<file path="src/rtl/fetch_prefetch_unit_if.sv">
// Signal bundle between fetch_prefetch_unit, instruction memory and decode.
// master: the fetch unit; slave: memory/decode/branch side.
interface fetch_prefetch_unit_if #(
    parameter int WORD_LEN      = 32,
    parameter int MEM_CELL_SIZE = 8
);
    logic                     brTaken;
    logic [MEM_CELL_SIZE-1:0] brBasePC;
    logic [WORD_LEN-1:0]      brOffset;
    logic                     imemReq;
    logic [MEM_CELL_SIZE-1:0] imemAddr;
    logic                     imemReady;
    logic                     imemValid;
    logic [WORD_LEN-1:0]      imemData;
    logic                     getInstruction;
    logic                     instrValid;
    logic [WORD_LEN-1:0]      instruction;
    logic [MEM_CELL_SIZE-1:0] instrPC;

    modport master (
        input  brTaken, brBasePC, brOffset, imemReady, imemValid, imemData, getInstruction,
        output imemReq, imemAddr, instrValid, instruction, instrPC
    );

    modport slave (
        output brTaken, brBasePC, brOffset, imemReady, imemValid, imemData, getInstruction,
        input  imemReq, imemAddr, instrValid, instruction, instrPC
    );
endinterface

</file>
<file path="src/rtl/fetch_prefetch_unit.sv">
// PC owner and prefetcher: one outstanding imem fetch, {PC, instr} FIFO, branch flush.
// Define FETCH_PERF_CNT_EN to add the fetchCount/flushCount performance counters.
module fetch_prefetch_unit #(
    parameter int WORD_LEN      = 32,
    parameter int MEM_CELL_SIZE = 8,
    parameter int BUF_DEPTH     = 4,
    parameter int PC_STEP       = 4,
    parameter int RESET_PC      = 0
) (
    input  logic                  clk,
    input  logic                  rst,
    fetch_prefetch_unit_if.master bus
`ifdef FETCH_PERF_CNT_EN
    ,
    output logic [31:0]           fetchCount,
    output logic [31:0]           flushCount
`endif
);
    localparam int PTR_W = $clog2(BUF_DEPTH);
    localparam int CNT_W = PTR_W + 1;

    // state   | meaning
    // IDLE    | may issue a fetch when the buffer has room
    // WAIT    | request accepted, response pending
    // DISCARD | response pending but made stale by a branch
    typedef enum logic [1:0] {IDLE, WAIT, DISCARD} fetchStateT;

    fetchStateT               state, stateNext;
    logic [MEM_CELL_SIZE-1:0] pc, pcNext, reqPC, reqPCNext, brTarget;
    logic [WORD_LEN-1:0]      instrMem [BUF_DEPTH];
    logic [MEM_CELL_SIZE-1:0] pcMem [BUF_DEPTH];
    logic [PTR_W-1:0]         wrPtr, rdPtr;
    logic [CNT_W-1:0]         count, countNext;
    logic                     reqReg, handshake, push, pop, flush, notEmpty;

    assign brTarget  = bus.brBasePC + bus.brOffset[MEM_CELL_SIZE-1:0];
    assign flush     = bus.brTaken;
    assign handshake = reqReg && bus.imemReady;
    assign notEmpty  = (count != '0);
    assign pop       = bus.getInstruction && notEmpty && !flush;

    always_comb begin
        stateNext = state;
        pcNext    = pc;
        reqPCNext = reqPC;
        push      = 1'b0;
        case (state)
            IDLE: begin
                if (handshake) begin
                    reqPCNext = pc;
                    pcNext    = pc + MEM_CELL_SIZE'(PC_STEP);
                    stateNext = WAIT;
                end
            end
            WAIT: begin
                if (bus.imemValid) begin
                    push      = !flush;
                    stateNext = IDLE;
                end else if (flush) begin
                    stateNext = DISCARD;
                end
            end
            DISCARD: begin
                if (bus.imemValid) stateNext = IDLE;
            end
            default: stateNext = IDLE;
        endcase
        // A redirect wins over the sequential PC; a request accepted now is already stale.
        if (flush) begin
            pcNext = brTarget;
            if (state == IDLE && handshake) stateNext = DISCARD;
        end
    end

    always_comb begin
        countNext = count;
        if (flush)              countNext = '0;
        else if (push && !pop)  countNext = count + CNT_W'(1);
        else if (pop && !push)  countNext = count - CNT_W'(1);
    end

    // imemReq is registered from the next-state values so it is glitch-free and low in reset.
    always_ff @(posedge clk or posedge rst) begin
        if (rst) begin
            state  <= IDLE;
            pc     <= MEM_CELL_SIZE'(RESET_PC);
            reqPC  <= '0;
            wrPtr  <= '0;
            rdPtr  <= '0;
            count  <= '0;
            reqReg <= 1'b0;
        end else begin
            state  <= stateNext;
            pc     <= pcNext;
            reqPC  <= reqPCNext;
            count  <= countNext;
            reqReg <= (stateNext == IDLE) && (countNext < CNT_W'(BUF_DEPTH));
            if (flush) begin
                wrPtr <= '0;
                rdPtr <= '0;
            end else begin
                if (push) wrPtr <= wrPtr + PTR_W'(1);
                if (pop)  rdPtr <= rdPtr + PTR_W'(1);
            end
        end
    end

    always_ff @(posedge clk) begin
        if (push) begin
            instrMem[wrPtr] <= bus.imemData;
            pcMem[wrPtr]    <= reqPC;
        end
    end

    assign bus.imemReq     = reqReg;
    assign bus.imemAddr    = pc;
    assign bus.instrValid  = notEmpty;
    assign bus.instruction = notEmpty ? instrMem[rdPtr] : '0;
    assign bus.instrPC     = notEmpty ? pcMem[rdPtr] : '0;

`ifdef FETCH_PERF_CNT_EN
    always_ff @(posedge clk or posedge rst) begin
        if (rst) begin
            fetchCount <= '0;
            flushCount <= '0;
        end else begin
            if (push && fetchCount != '1)  fetchCount <= fetchCount + 32'd1;
            if (flush && flushCount != '1) flushCount <= flushCount + 32'd1;
        end
    end
`endif
endmodule

</file>
<file path="src/flat_wrapper.sv">
// flat-port wrapper written by rule: the top's interface ports become plain ports
module fetch_prefetch_unit_flat 
#(
    parameter int WORD_LEN      = 32,
    parameter int MEM_CELL_SIZE = 8,
    parameter int BUF_DEPTH     = 4,
    parameter int PC_STEP       = 4,
    parameter int RESET_PC      = 0
)
  (clk, rst, bus_brTaken, bus_brBasePC, bus_brOffset, bus_imemReady, bus_imemValid, bus_imemData, bus_getInstruction, bus_imemReq, bus_imemAddr, bus_instrValid, bus_instruction, bus_instrPC);
  fetch_prefetch_unit_if #(.WORD_LEN(WORD_LEN), .MEM_CELL_SIZE(MEM_CELL_SIZE)) bus_i ();
  input  logic clk;
  input  logic rst;
  input wire logic [$bits(bus_i.brTaken)-1:0] bus_brTaken;
  input wire logic [$bits(bus_i.brBasePC)-1:0] bus_brBasePC;
  input wire logic [$bits(bus_i.brOffset)-1:0] bus_brOffset;
  input wire logic [$bits(bus_i.imemReady)-1:0] bus_imemReady;
  input wire logic [$bits(bus_i.imemValid)-1:0] bus_imemValid;
  input wire logic [$bits(bus_i.imemData)-1:0] bus_imemData;
  input wire logic [$bits(bus_i.getInstruction)-1:0] bus_getInstruction;
  output wire logic [$bits(bus_i.imemReq)-1:0] bus_imemReq;
  output wire logic [$bits(bus_i.imemAddr)-1:0] bus_imemAddr;
  output wire logic [$bits(bus_i.instrValid)-1:0] bus_instrValid;
  output wire logic [$bits(bus_i.instruction)-1:0] bus_instruction;
  output wire logic [$bits(bus_i.instrPC)-1:0] bus_instrPC;
  assign bus_i.brTaken = bus_brTaken;
  assign bus_i.brBasePC = bus_brBasePC;
  assign bus_i.brOffset = bus_brOffset;
  assign bus_i.imemReady = bus_imemReady;
  assign bus_i.imemValid = bus_imemValid;
  assign bus_i.imemData = bus_imemData;
  assign bus_i.getInstruction = bus_getInstruction;
  assign bus_imemReq = bus_i.imemReq;
  assign bus_imemAddr = bus_i.imemAddr;
  assign bus_instrValid = bus_i.instrValid;
  assign bus_instruction = bus_i.instruction;
  assign bus_instrPC = bus_i.instrPC;
  fetch_prefetch_unit #(.WORD_LEN(WORD_LEN), .MEM_CELL_SIZE(MEM_CELL_SIZE), .BUF_DEPTH(BUF_DEPTH), .PC_STEP(PC_STEP), .RESET_PC(RESET_PC)) u_core (.clk(clk), .rst(rst), .bus(bus_i));
endmodule
</file>
<file path="config.mk">
export PLATFORM = sky130hd
export DESIGN_NAME = fetch_prefetch_unit_flat
export DESIGN_NICKNAME = d
export VERILOG_FILES = /design/src/rtl/fetch_prefetch_unit_if.sv /design/src/rtl/fetch_prefetch_unit.sv /design/src/flat_wrapper.sv
export SDC_FILE = /design/constraint.sdc
export NUM_CORES = 1
export LEC_CHECK = 0
export ABC_AREA = 1
export CORE_ASPECT_RATIO = 1.2
export CORE_UTILIZATION = 50
export DETAILED_ROUTE_END_ITERATION = 6
export GPL_ROUTABILITY_DRIVEN = 1
export GPL_TIMING_DRIVEN = 0
export PLACE_DENSITY = 0.84
export SLEW_MARGIN = 25
export SYNTH_ARGS = -nofsm -noshare
export SYNTH_HDL_FRONTEND = slang
export SYNTH_SLANG_ARGS = --single-unit
</file>
<file path="constraint.sdc">
create_clock -name clk -period 9.3 [get_ports clk]
set_clock_uncertainty 0.2 [all_clocks]
set_input_delay 1.86 -clock clk [delete_from_list [all_inputs] [get_ports clk]]
set_output_delay 1.86 -clock clk [all_outputs]
set_load 0.005 [all_outputs]
</file>
==> out/qor.csv, run 1 <==
metric,value,unit
top post-synthesis cells by area,"edfxtp_1, nor2_1, dfrtp_1",
"Reg clk slew, reported paths",70,ps
power per cell area,262,nW/um^2
synthesized area per cell,11.5,um^2
worst hold slack,329,ps
Post-Syn Instances,683,
"Net Count, Synth",777,
final wirelength,16900,um
Fin Setup TNS,0,ps
Yosys top cell area share,61.2,%
minimum clock period,4490,ps
final hold violation count,0,
Die X,116,um
Routed wire per std cell,16.5,um
die height,139,um
post-route cell area,9900,um^2
crit path DAT,2430,ps
Final ANT Viol Nets,0,
ANT cells,0,
max_slew headroom,50.3,%
most numerous cell in the Yosys netlist,nor2_1,
num rows,49,
hpwl dp,11000,um
critical path required time,7240,ps
status,"complete, no violations",
DR iter-0 viols,498,
Port Buffer Count,103,
Post-CTS Hold Buffers,0,
Syn. warnings,0,
Synth async-reset ratio,14.0,%
final worst slack,4810,ps
DRC viols,0,
Syn-to-layout area delta,26.1,%
Worst-Margin Slew,744,ps
DIE AREA,16200,um^2
Initial Utilization,51.9,%
GRT Total Usage,22.3,%
layout cells sized above 1,9.96,%
Yosys cell types,33,
Sink Count,186,
core area,15100,um^2
H-tree Lvls,4,
count of flip-flops with a built-in enable after synthesis,160,
vias in the first global route,5540,
Synth top cells by count,"nor2_1, edfxtp_1, o21ai_0",
Fill cells,1116,
Hold Crit Class,reg2reg,
CTS tree,built,
unrepaired setup endpoints after global routing,false,
Post-Syn Area,7850,um^2
"flops & latches, synth",186,
Setup crit end kind,output port,
total I/O pin count,128,
Fmax achieved,223,MHz
period utilization,48.3,%
antenna violations before repair,1,
Worst Setup Start Kind,register,
Worst IR Drop VDD,0.000172,V
gr ovfl total,0,
Vias per Instance,5.24,
DRT Pass-1 Iters,7,
routed vias,5384,
# resized after CTS,0,
clock buffer depth,2,
routability cong.,0.780,
largest net degree at the start of global routing,27,
final net count,904,
Max Fanout on Critical Path,10,
MaxCap Viol Count,0,
sequential-to-total area share from yosys stat,69.5,%
Leak Pwr,3.62,nW
placed cell area,9300,um^2
post-layout util,65.4,%
Worst-Skew Late Latency,420,ps
max-slew violations,0,
cell taking the most area after synthesis,edfxtp_1,
cts bufs inserted,17,
post-CTS setup buffers,0,
Crit Path Category,reg2out,
Final setup viols,0,
root buffer cell,clkbuf_16,
"Primary FF master, synth",edfxtp_1,
DP Worst Slack,5150,ps
global-route wire length before repair,27200,um
==> path summary, 6_finish.rpt <==
check / slack [ps] / endpoint / startpoint / cells after the start
hold reg to reg: 330 / u_core.pcMem[3][5] / u_core.reqPC[5] / 0
min in group asynchronous: 1600 / u_core.state[1] / rst / 2
setup / recovery: 4810 / bus_instrPC[6] / u_core.count[0] / 7
setup reg to reg: 7100 / u_core.instrMem[1][7] / u_core.state[1] / 6
max in group asynchronous: 6930 / u_core.count[0] / rst / 2
hold / removal: 330 / u_core.pcMem[3][5] / u_core.reqPC[5] / 0
==> sequential cells by signal, indices dropped and copies added, names as in the netlist <==
| register | flops |
|---|---|
| u_core.rdPtr | 2 |
| u_core.count | 3 |
| u_core.instrMem | 128 |
| u_core.wrPtr | 2 |
| u_core.state | 2 |
| u_core.pcMem | 32 |
| u_core.bus.imemAddr | 8 |
| u_core.bus.imemReq | 1 |
| u_core.reqPC | 8 |
==> power by group <==
group,internal (mW),switching [mW],leakage [nW]
Combinational,0.393,0.458,1.55
Clock,0.408,0.319,0.295
Sequential,0.972,0.0455,1.77
Total,1.77,0.822,3.62
==> cell type report <==
cell class	instances	area (um^2)	area share [%]
multi-input cells	430	2130	21.5
clock inverters	15	180	1.82
repair buffers	108	1160	11.7
inverters	34	128	1.29
well taps	204	255	2.58
flip-flops and latches	186	5460	55.1
plain buffers	33	170	1.72
clock buffers	17	425	4.30
==> cells by family (layout without fill, tap and decap cells) <==
logic type / Yosys count / after routing / synth area share (%)
buffers and inverters: 67 / 207 / 3.79
AO/OA/AOI/OAI: 149 / 149 / 9.69
AND/OR/NAND/NOR: 258 / 258 / 13.6
XOR/XNOR: 7 / 7 / 0.781
flip-flops: 186 / 186 / 69.5
adder cells (fa/ha/maj): 16 / 16 / 2.65
==> cell usage in the layout, fill, tap and decap left out, types with 15 or more instances in the layout <==
master           netlist  routed
clkbuf_16              0      17
nand2_1               50      50
edfxtp_1             160     160
a21oi_1               45      45
o21ai_0               85      85
clkdlybuf4s50_1        0     103
dfrtp_1               26      26
inv_1                 28      27
nor2_1               179     175
ha_1                  15      15
==> routing by layer <==
layer	vias to the layer above	wire (um)	track usage [%]
met2	172	9030	38.9
met4	0	252	9.18
li1	2621	-	-
met3	19	908	4.31
met1	2572	6740	26.7
met5	-	0	0
==> critical path, cell delays in order, from the launching register on <==
cell	delay, ps
dfrtp_1	380
inv_1	90
ha_1	230
nand2_4	100
inv_1	100
clkbuf_1	270
a21oi_1	290
clkdlybuf4s50_1	550
==> per-stage QoR <==
step	instances	power, mW
floorplan	683	1.44
global placement	990	1.86
detailed placement	995	1.89
CTS	1027	2.61
global route	1027	2.73
finish	1027	2.59
Note: power is estimated with default switching activity, not from simulation.
==> inputs of run 2 (changes only) <==
==> constraint.sdc (replaced) <==
create_clock -name clk -period 4.3 [get_ports clk]
set_clock_uncertainty 0.2 [all_clocks]
set_input_delay 0.86 -clock clk [delete_from_list [all_inputs] [get_ports clk]]
set_output_delay 0.86 -clock clk [all_outputs]
set_load 0.005 [all_outputs]
==> results of run 2 <==
The final DEF is identical to that of run 1. Status: complete, no violations.
Among the figures that moved: setup slack after placement 5150 ps -> 1150 ps; setup slack after layout 4810 ps -> 809 ps; register-to-register setup slack 7100 ps -> 2100 ps; total power 2.59 mW -> 5.61 mW; worst IR drop on VDD 0.000172 V -> 0.000371 V
